===== config.mk =====
export PLATFORM = sky130hd
export DESIGN_NAME = upper_unpack
export DESIGN_NICKNAME = d
export VERILOG_FILES = /design/src/rtl/upper_unpack.sv
export SDC_FILE = /design/constraint.sdc
export NUM_CORES = 1
export LEC_CHECK = 0
export ABC_AREA = 1
export CORE_MARGIN = 3
export CORE_UTILIZATION = 50
export CTS_BUF_LIST = sky130_fd_sc_hd__clkbuf_4 sky130_fd_sc_hd__clkbuf_8
export CTS_CLUSTER_DIAMETER = 30
export CTS_CLUSTER_SIZE = 8
export DETAILED_ROUTE_END_ITERATION = 10
export PLACE_DENSITY = 0.79
export SLEW_MARGIN = 20
export SYNTH_ARGS = -nofsm -noshare
export SYNTH_HDL_FRONTEND = slang
export SYNTH_SLANG_ARGS = --single-unit

===== constraint.sdc =====
create_clock -name clk -period 1.6 [get_ports clk]
set_input_delay 0.32 -clock clk [delete_from_list [all_inputs] [get_ports clk]]
set_output_delay 0.32 -clock clk [all_outputs]
set_load 0.02 [all_outputs]

===== src/rtl/upper_unpack.sv =====
`default_nettype none
// ============================================================================
// Module   : upper_unpack
// Purpose  : Serialises one BEATS*WIDTH-bit word, taken over a valid/ready
//            handshake, into BEATS WIDTH-bit beats on a second valid/ready
//            port, flagging the final beat with out_last.
//            Build option UPPER_UNPACK_MSB_FIRST_EN sends the most
//            significant slice first; LSB-first when it is not defined.
// Revision : 1.0 - initial release
// ============================================================================
module upper_unpack #(
    parameter  int WIDTH = 10,
    parameter  int BEATS = 4,
    localparam int IN_W  = WIDTH * BEATS
) (
    input  logic             clk,
    input  logic             rst_n,
    input  logic             in_valid,
    output logic             in_ready,
    input  logic [IN_W-1:0]  in_data,
    output logic             out_valid,
    input  logic             out_ready,
    output logic [WIDTH-1:0] out_data,
    output logic             out_last,
    output logic             busy
);

    // Counter is at least one bit wide so BEATS==1 still elaborates cleanly.
    localparam int                 C_CNT_W   = (BEATS > 1) ? $clog2(BEATS) : 1;
    localparam logic [C_CNT_W-1:0] C_LAST    = C_CNT_W'(BEATS - 1);
    localparam logic [C_CNT_W-1:0] C_ONE     = C_CNT_W'(1);
    localparam logic [0:0]         C_ST_IDLE = 1'b0;
    localparam logic [0:0]         C_ST_SEND = 1'b1;

    logic [0:0]         r_state;
    logic [IN_W-1:0]    r_shift;
    logic [C_CNT_W-1:0] r_count;

    logic w_xfer;
    logic w_done;
    logic w_accept;

    // Handshake decode; in_ready depends on out_ready only, never on in_valid.
    always_comb begin
        out_valid = (r_state == C_ST_SEND);
        busy      = (r_state == C_ST_SEND);
        out_last  = (r_state == C_ST_SEND) && (r_count == C_LAST);
        w_xfer    = out_valid & out_ready;
        w_done    = w_xfer & out_last;
        in_ready  = (r_state == C_ST_IDLE) | w_done;
        w_accept  = in_valid & in_ready;
    end

    // Current beat always sits at the outgoing end of the shift register.
`ifdef UPPER_UNPACK_MSB_FIRST_EN
    assign out_data = r_shift[IN_W-1 -: WIDTH];
`else
    assign out_data = r_shift[WIDTH-1:0];
`endif

    // Word load, beat advance and end-of-word handling; an accept on the
    // last-beat cycle reloads directly so consecutive words have no bubble.
    always_ff @(posedge clk) begin
        if (!rst_n) begin
            r_state <= C_ST_IDLE;
            r_shift <= '0;
            r_count <= '0;
        end else if (w_accept) begin
            r_state <= C_ST_SEND;
            r_shift <= in_data;
            r_count <= '0;
        end else if (w_done) begin
            r_state <= C_ST_IDLE;
            r_count <= '0;
        end else if (w_xfer) begin
`ifdef UPPER_UNPACK_MSB_FIRST_EN
            r_shift <= r_shift << WIDTH;
`else
            r_shift <= r_shift >> WIDTH;
`endif
            r_count <= r_count + C_ONE;
        end
    end

endmodule
`default_nettype wire

# Word level (Yosys, flattened, before mapping)
# Index checks and enable logic that the tools add are counted.
# totals
input_bits,44
regBits,43
out_inout_bits,14
elab_cells,22
# op_classes
reduce_logical,5
eq_ne,2
n_addsub,1
bitwise,6
muxes,5
# op_table
operator,count
$mux 40,3
$reduce_bool 2->1,2
$and 1x1->1,3
$reduce_or 3->1,1
$add 2x1->2 const B,1
$eq 2x2->1 const B,1
$mux 1,2
$ne 2x1->1 const B,1
$not 1->1,2
$reduce_and 2->1,1
$logic_and 1x1->1,1
$or 1x1->1,1

# Depth between registers and ports, before layout
# depth
depth_word,7
ltp_mapped,8
ltp_nobuf,7

# Worst setup path before layout
# Ideal clock, no wire load.
# synth_path
path_kind,register to output
from,reg r_state (netlist: busy)
to,out out_last
arrival_time_ps,1119
setup_slack_ps,161
stages_incl_launch_ff,5
path_buffers,2
path_cell_list,dfxtp_1 > buf_2 > clkbuf_1 > nand2_1 > inv_1
# synth_between
elab_chain_cells,1
# synth_lines
item,line,rtl
"start, declared",35,logic [0:0] r_state;
"start signal, assigned",65,r_state <= C_ST_IDLE;
"start signal, assigned",69,r_state <= C_ST_SEND;
"start signal, assigned",73,r_state <= C_ST_IDLE;
$logic_and 1x1->1,47,out_last = (r_state == C_ST_SEND) && (r_count == C_LAST);
"end, declared",24,"output logic out_last,"
# Every way passes these cells.

# Worst setup path in the final report
# layout_path
from,reg r_shift[6]
to,out out_data[6]
# layout_lines
item,line,rtl
"start, declared",36,logic [IN_W-1:0] r_shift;
"start signal, assigned",70,r_shift <= in_data;
"start signal, assigned",79,r_shift <= r_shift >> WIDTH;
"end, declared",23,"output logic [WIDTH-1:0] out_data,"
# No word-level cell between the ends.

==> run_results.csv <==
group,metric,value,unit
critical_path,critPathKind,"reg2out",
worst_hold_path,hold_class,"reg2reg",
finish,final_cell_mix,"nand2_1, clkdlybuf4s50_1, a21oi_1, dfxtp_1, nand3_1",
global_route,antenna_found_initial,0,
drt,remaining_drc_errors,0,
pwr,p_seq_share,45.4,%
timing,finalHoldViolCount,0,
pwr,swShare,27.2,%
yosys,mappedNetlistArea,2260,sq um
drt,wirelength,6.05,mm
clocking,clk_latency,0.30,ns
clocking,cts_hold_buf,0,
run_status,status,"finished clean",
critical_path,cp_max_fo,2,
critical_path,cp-end-kind,"primary output",
timing,finalSetupViolations,0,
die,start_util,54.2,%
critical_path,worst_path_largest_cell_delay,0.61,ns
pwr,intPower,1.93,mW
finish,regArea,862,sq um
critical_path,arrival,1.25,ns
die,pin_count,58,
pwr,vdd_drop_max,0.000420,V
placement,post-dp-hpwl,4.07,mm
yosys,synth_fp_nets,361,
timing,worst_pin_slew,0.305,ns
finish,fin_area,3050,sq um
drt,via_per_inst,5.75,
clocking,cts_buffers,5,
critical_path,worstPathCellList,"clkdlybuf4s50_1",
global_route,grt_pass1_wl,9.83,mm
drt,post_drt_wl_per_cell,14.8,um
finish,antenna_cells,0,
timing,max-slew-margin-rel,79.6,%
job,maxCapViolations,0,
placement,port_buffers,57,
pwr,combPwrFrac,23.0,%
global_route,grt_util_all_layers,23.2,%
drt,drt-initial-drc-count,239,
die,design.core.area,4170,sq um
global_route,grt_overflow,0,
timing,timing.fmax,639,MHz
yosys,ys_warn_count,0,
drt,num_vias,2359,
timing,fin_crit_sh,97.9,%
clocking,h-tree-depth,2,
yosys,ys_ff_latch,43,
die,die_w,73.2,um
timing,skew,0.00927,ns
timing,slew_violations,0,
clocking,cts_sinks,43,
die,fp-row-count,23,
global_route,grt_max_degree,42,
yosys,yosysSeqAreaShare,38.1,%
clocking,clockRootBuffer,"clkbuf_8",
drt,ant_nets,0,
finish,nets,405,
clocking,clock_path_buffers,2,
finish,fill_cells,350,
clocking,cts_tree,"built",
critical_path,crit_required,1.28,ns
yosys,synth_area_per_cell,7.15,sq um
finish,syn_to_final_growth,34.8,%
yosys,syn_inst,316,
clocking,clkTransAtPathRegs,0.08,ns
die,dieHeight,73.2,um
global_route,grt_pass1_vias,2181,
critical_path,cp-start-kind,"register",
critical_path,crit_path_top_delay_cell,"clkdlybuf4s50_1",
finish,multi_input_area,1180,sq um
pwr,power.density,872,nW/um^2
finish,drive_gt1_share,10.6,%
pwr,p_switching,723,uW
pwr,clkPwrFrac,31.6,%
pwr,power_leakage,1.30,nW
timing,fin_crit,1.57,ns
timing,fin_hold_ws,0.480,ns
placement,gp_congestion,0.773,
critical_path,crit_buf_inv,1,
die,dieArea,5360,sq um
finish,layout.cells.most_common,"nand2_1",
yosys,yosysUniqueCellTypes,16,
placement,place_area,2900,sq um
critical_path,critPathTopFamily,"buffers and inverters",
drt,dr.pass1.iters,4,
==> power by group through the flow <==
stage	Combinational, mW	Sequential, mW	Clock (mW)
global route	0.670	1.22	0.881
floorplan	0.368	1.21	0
detailed placement	0.599	1.23	0
CTS	0.604	1.20	0.847
finish	0.611	1.21	0.838
global placement	0.589	1.23	0
==> registers in the layout, indices dropped and copies added (netlist names) <==
register	flops
busy	1
r_shift	40
r_count	2
==> cells by family after synthesis <==
| family | after synthesis | synth area share [%] |
|---|---|---|
| AO/OA/AOI/OAI | 43 | 9.52 |
| adder cells (fa/ha/maj) | 1 | 0.554 |
| buffers and inverters | 47 | 10.6 |
| flip-flops | 43 | 38.1 |
| AND/OR/NAND/NOR | 182 | 41.2 |
==> per-stage QoR <==
stage               util [%]  cells  power, mW  setup TNS, ns  setup WS [ns]
global placement        69.5    403       1.82         -12.15         -0.293
finish                  73.0    410       2.66              0         0.0338
floorplan                  -    316       1.58              0          0.161
detailed placement      69.5    403       1.83         -12.84         -0.313
CTS                     72.2    410       2.66       -0.00157       -0.00157
global route            73.0    410       2.77        -0.0822        -0.0155
==> what timing repair did <==
action,CTS,global route
resized for setup,10,12
setup buffers,0,0
setup endpoints to repair,42,42
pin swaps,0,0
==> final cells by class <==
type | instances | share of cell area, %
clock buffers | 6 | 2.51
multi-input cells | 226 | 38.7
well taps | 50 | 2.05
clock inverters | 1 | 0.986
repair buffers | 79 | 26.8
inverters | 5 | 0.616
flip-flops and latches | 43 | 28.3
==> cell usage after synthesis (all sizes together) <==
cell type	instances	share of area, %
nand4	30	8.3
dfxtp	43	38
nand3b	30	10
ha	1	0.55
clkbuf	13	2.2
a21oi	42	9.3
nand3	40	8.9
nand2	80	14
nor2	2	0.33
o21ai	1	0.22
inv	5	0.83
buf	29	7.6
==> metal layers <==
layer / vias up / wire (um) / GRT usage [%] / share of wire [%]
li1: 1169 / - / - / -
met1: 1081 / 2440 / 28.1 / 40
met2: 98 / 3090 / 40.9 / 51
met3: 11 / 438 / 5.37 / 7.2
met4: 0 / 91 / 6.15 / 1.5
met5: - / 0 / 0 / 0
==> worst paths after layout <==
check                          startpoint                      end  slack, ns  depth (start not counted)
setup / recovery  r_shift[6]$_SDFFE_PN0P_              out_data[6]       0.03                          1
hold / removal    r_shift[8]$_SDFFE_PN0P_  r_shift[8]$_SDFFE_PN0P_       0.48                          2
setup reg to reg  r_count[0]$_SDFFE_PP0P_  r_shift[4]$_SDFFE_PN0P_       0.10                          9
hold reg to reg   r_shift[8]$_SDFFE_PN0P_  r_shift[8]$_SDFFE_PN0P_       0.48                          2
(Power assumes the default switching activity.)
==> RTL edit, RTL diff (same flow settings) <==
The option `UPPER_UNPACK_MSB_FIRST_EN` is turned on by a define.
--- a/src/rtl/upper_unpack.sv
+++ b/src/rtl/upper_unpack.sv
@@ -8,6 +8,8 @@
 //            significant slice first; LSB-first when it is not defined.
 // Revision : 1.0 - initial release
 // ============================================================================
+`define UPPER_UNPACK_MSB_FIRST_EN
+
 module upper_unpack #(
     parameter  int WIDTH = 10,
     parameter  int BEATS = 4,
Function: changed (Yosys sat finds a counterexample within 4 cycles, from zero or initial values and one cycle with rst_n low).
==> RTL edit against the original RTL <==
- worst setup slack got worse by 0.012 ns
- cell area increased by 0.86%
- die area increased by 0.20%
- routed wire length increased by 4.7%
- sequential cell count unchanged
- fmax decreased by 0.78%
- power decreased by 1.2%
- register-to-register slack got worse by 0.08 ns
- area after synthesis increased by 0.22%
- combinational power increased by 5.4%
- critical path depth increased by 7
- clock skew decreased by 0.0044 ns
- final cell count increased by 0.49%
==> RTL edit: results (changes against the original RTL) <==
Gp weighted congestion: 0.834 (+7.8%)
Hold wc startpoint: r_count[1]$_SDFFE_PP0P_
Crit-path slowest cell: dfxtp_1
Final Skew: 0.00485 ns (-0.00442 ns)
# fillers: 340 (-2.9%)
Status: finished clean
Final wirelength: 6340 um (+4.7%)
Crit path to: r_shift[15]$_SDFFE_PN0P_
Final cell count without fillers: 412 (+0.49%)
Reg2Reg Depth: 8 (-1)
Hold EP: r_count[1]$_SDFFE_PP0P_
Via count: 2389 (+1.3%)
1st-iter DRT viols: 280 (+17%)
Max VDD drop: 481 uV (+15%)
Worst Slack Setup Final: 0.0215 ns (-0.0124 ns)
Adder-cell area share of the yosys netlist: 0.00552 (-0.0000122)
DP HPWL: 3950 um (-3.0%)
First-pass GRT wire length: 9700 um (-1.3%)
Critical path's largest stage delay: 0.32 ns (-0.29 ns)
Synth Area in Compound Gates: 0.0950 (-0.000210)
Post-CTS Resized: 5 (-5)
Root buffer cell: clkbuf_8
Post-DP Area: 2890 sq um (-0.43%)
Worst Hold Slack: 0.476 ns (-0.00429 ns)
Max reg flops: 40 (unchanged)
CP top delay family: simple AND/OR/NAND/NOR gates
Crit Path Max Fanout: 24 (+22)
Share of cells above drive strength 1: 0.116 (+0.0105)
Via count of the first global-routing pass: 2183 (+0.092%)
Leakage power: 1.29 nW (-0.82%)
Placed Cells incl. Taps: 401 (-0.50%)
Pre-antenna DRT Iters: 5 (+1)
Seq/Total Area, Yosys: 0.380 (-0.000842)
Area contributors post-synth: dfxtp_1 38%, nand2_1 13%, nand3b_1 9.9%, a21oi_1 9.3%, nand3_1 8.8%
Final net count: 406 (+0.25%)
GRT Overall Usage: 0.229 (-0.00344)
WP data arrival: 1.80 ns (+0.55 ns)
RTL edit: changes by cell type in the layout (fill, tap and decap cells not counted), sizes merged:
cell | before | now
clkbuf | 7 | 12
buf | 23 | 21
clkdlybuf4s50 | 49 | 51
bufinv | 1 | 0
dlymetal6s2s | 4 | 2
RTL edit: power breakdown:
part,internal [mW],switching [mW],total [mW]
registers,1.15,0.0481,1.20
logic,0.322,0.322,0.644
clock network,0.411,0.367,0.778
RTL edit: final cells by class:
class,count,area [sq um],share of cell area
Tap cell,50,62.6,0.0204
Sequential cell,43,861,0.280
Timing Repair Buffer,80,853,0.278
Inverter,5,18.8,0.00611
Clock buffer,8,104,0.0338
Multi-Input combinational cell,226,1170,0.382
RTL edit: layer usage:
layer | wire length (um) | track usage | share of wire
met1 | 2780 | 0.295 | 0.44
met2 | 3070 | 0.374 | 0.48
met3 | 403 | 0.0547 | 0.064
met4 | 85 | 0.0785 | 0.013
met5 | 0 | 0 | 0
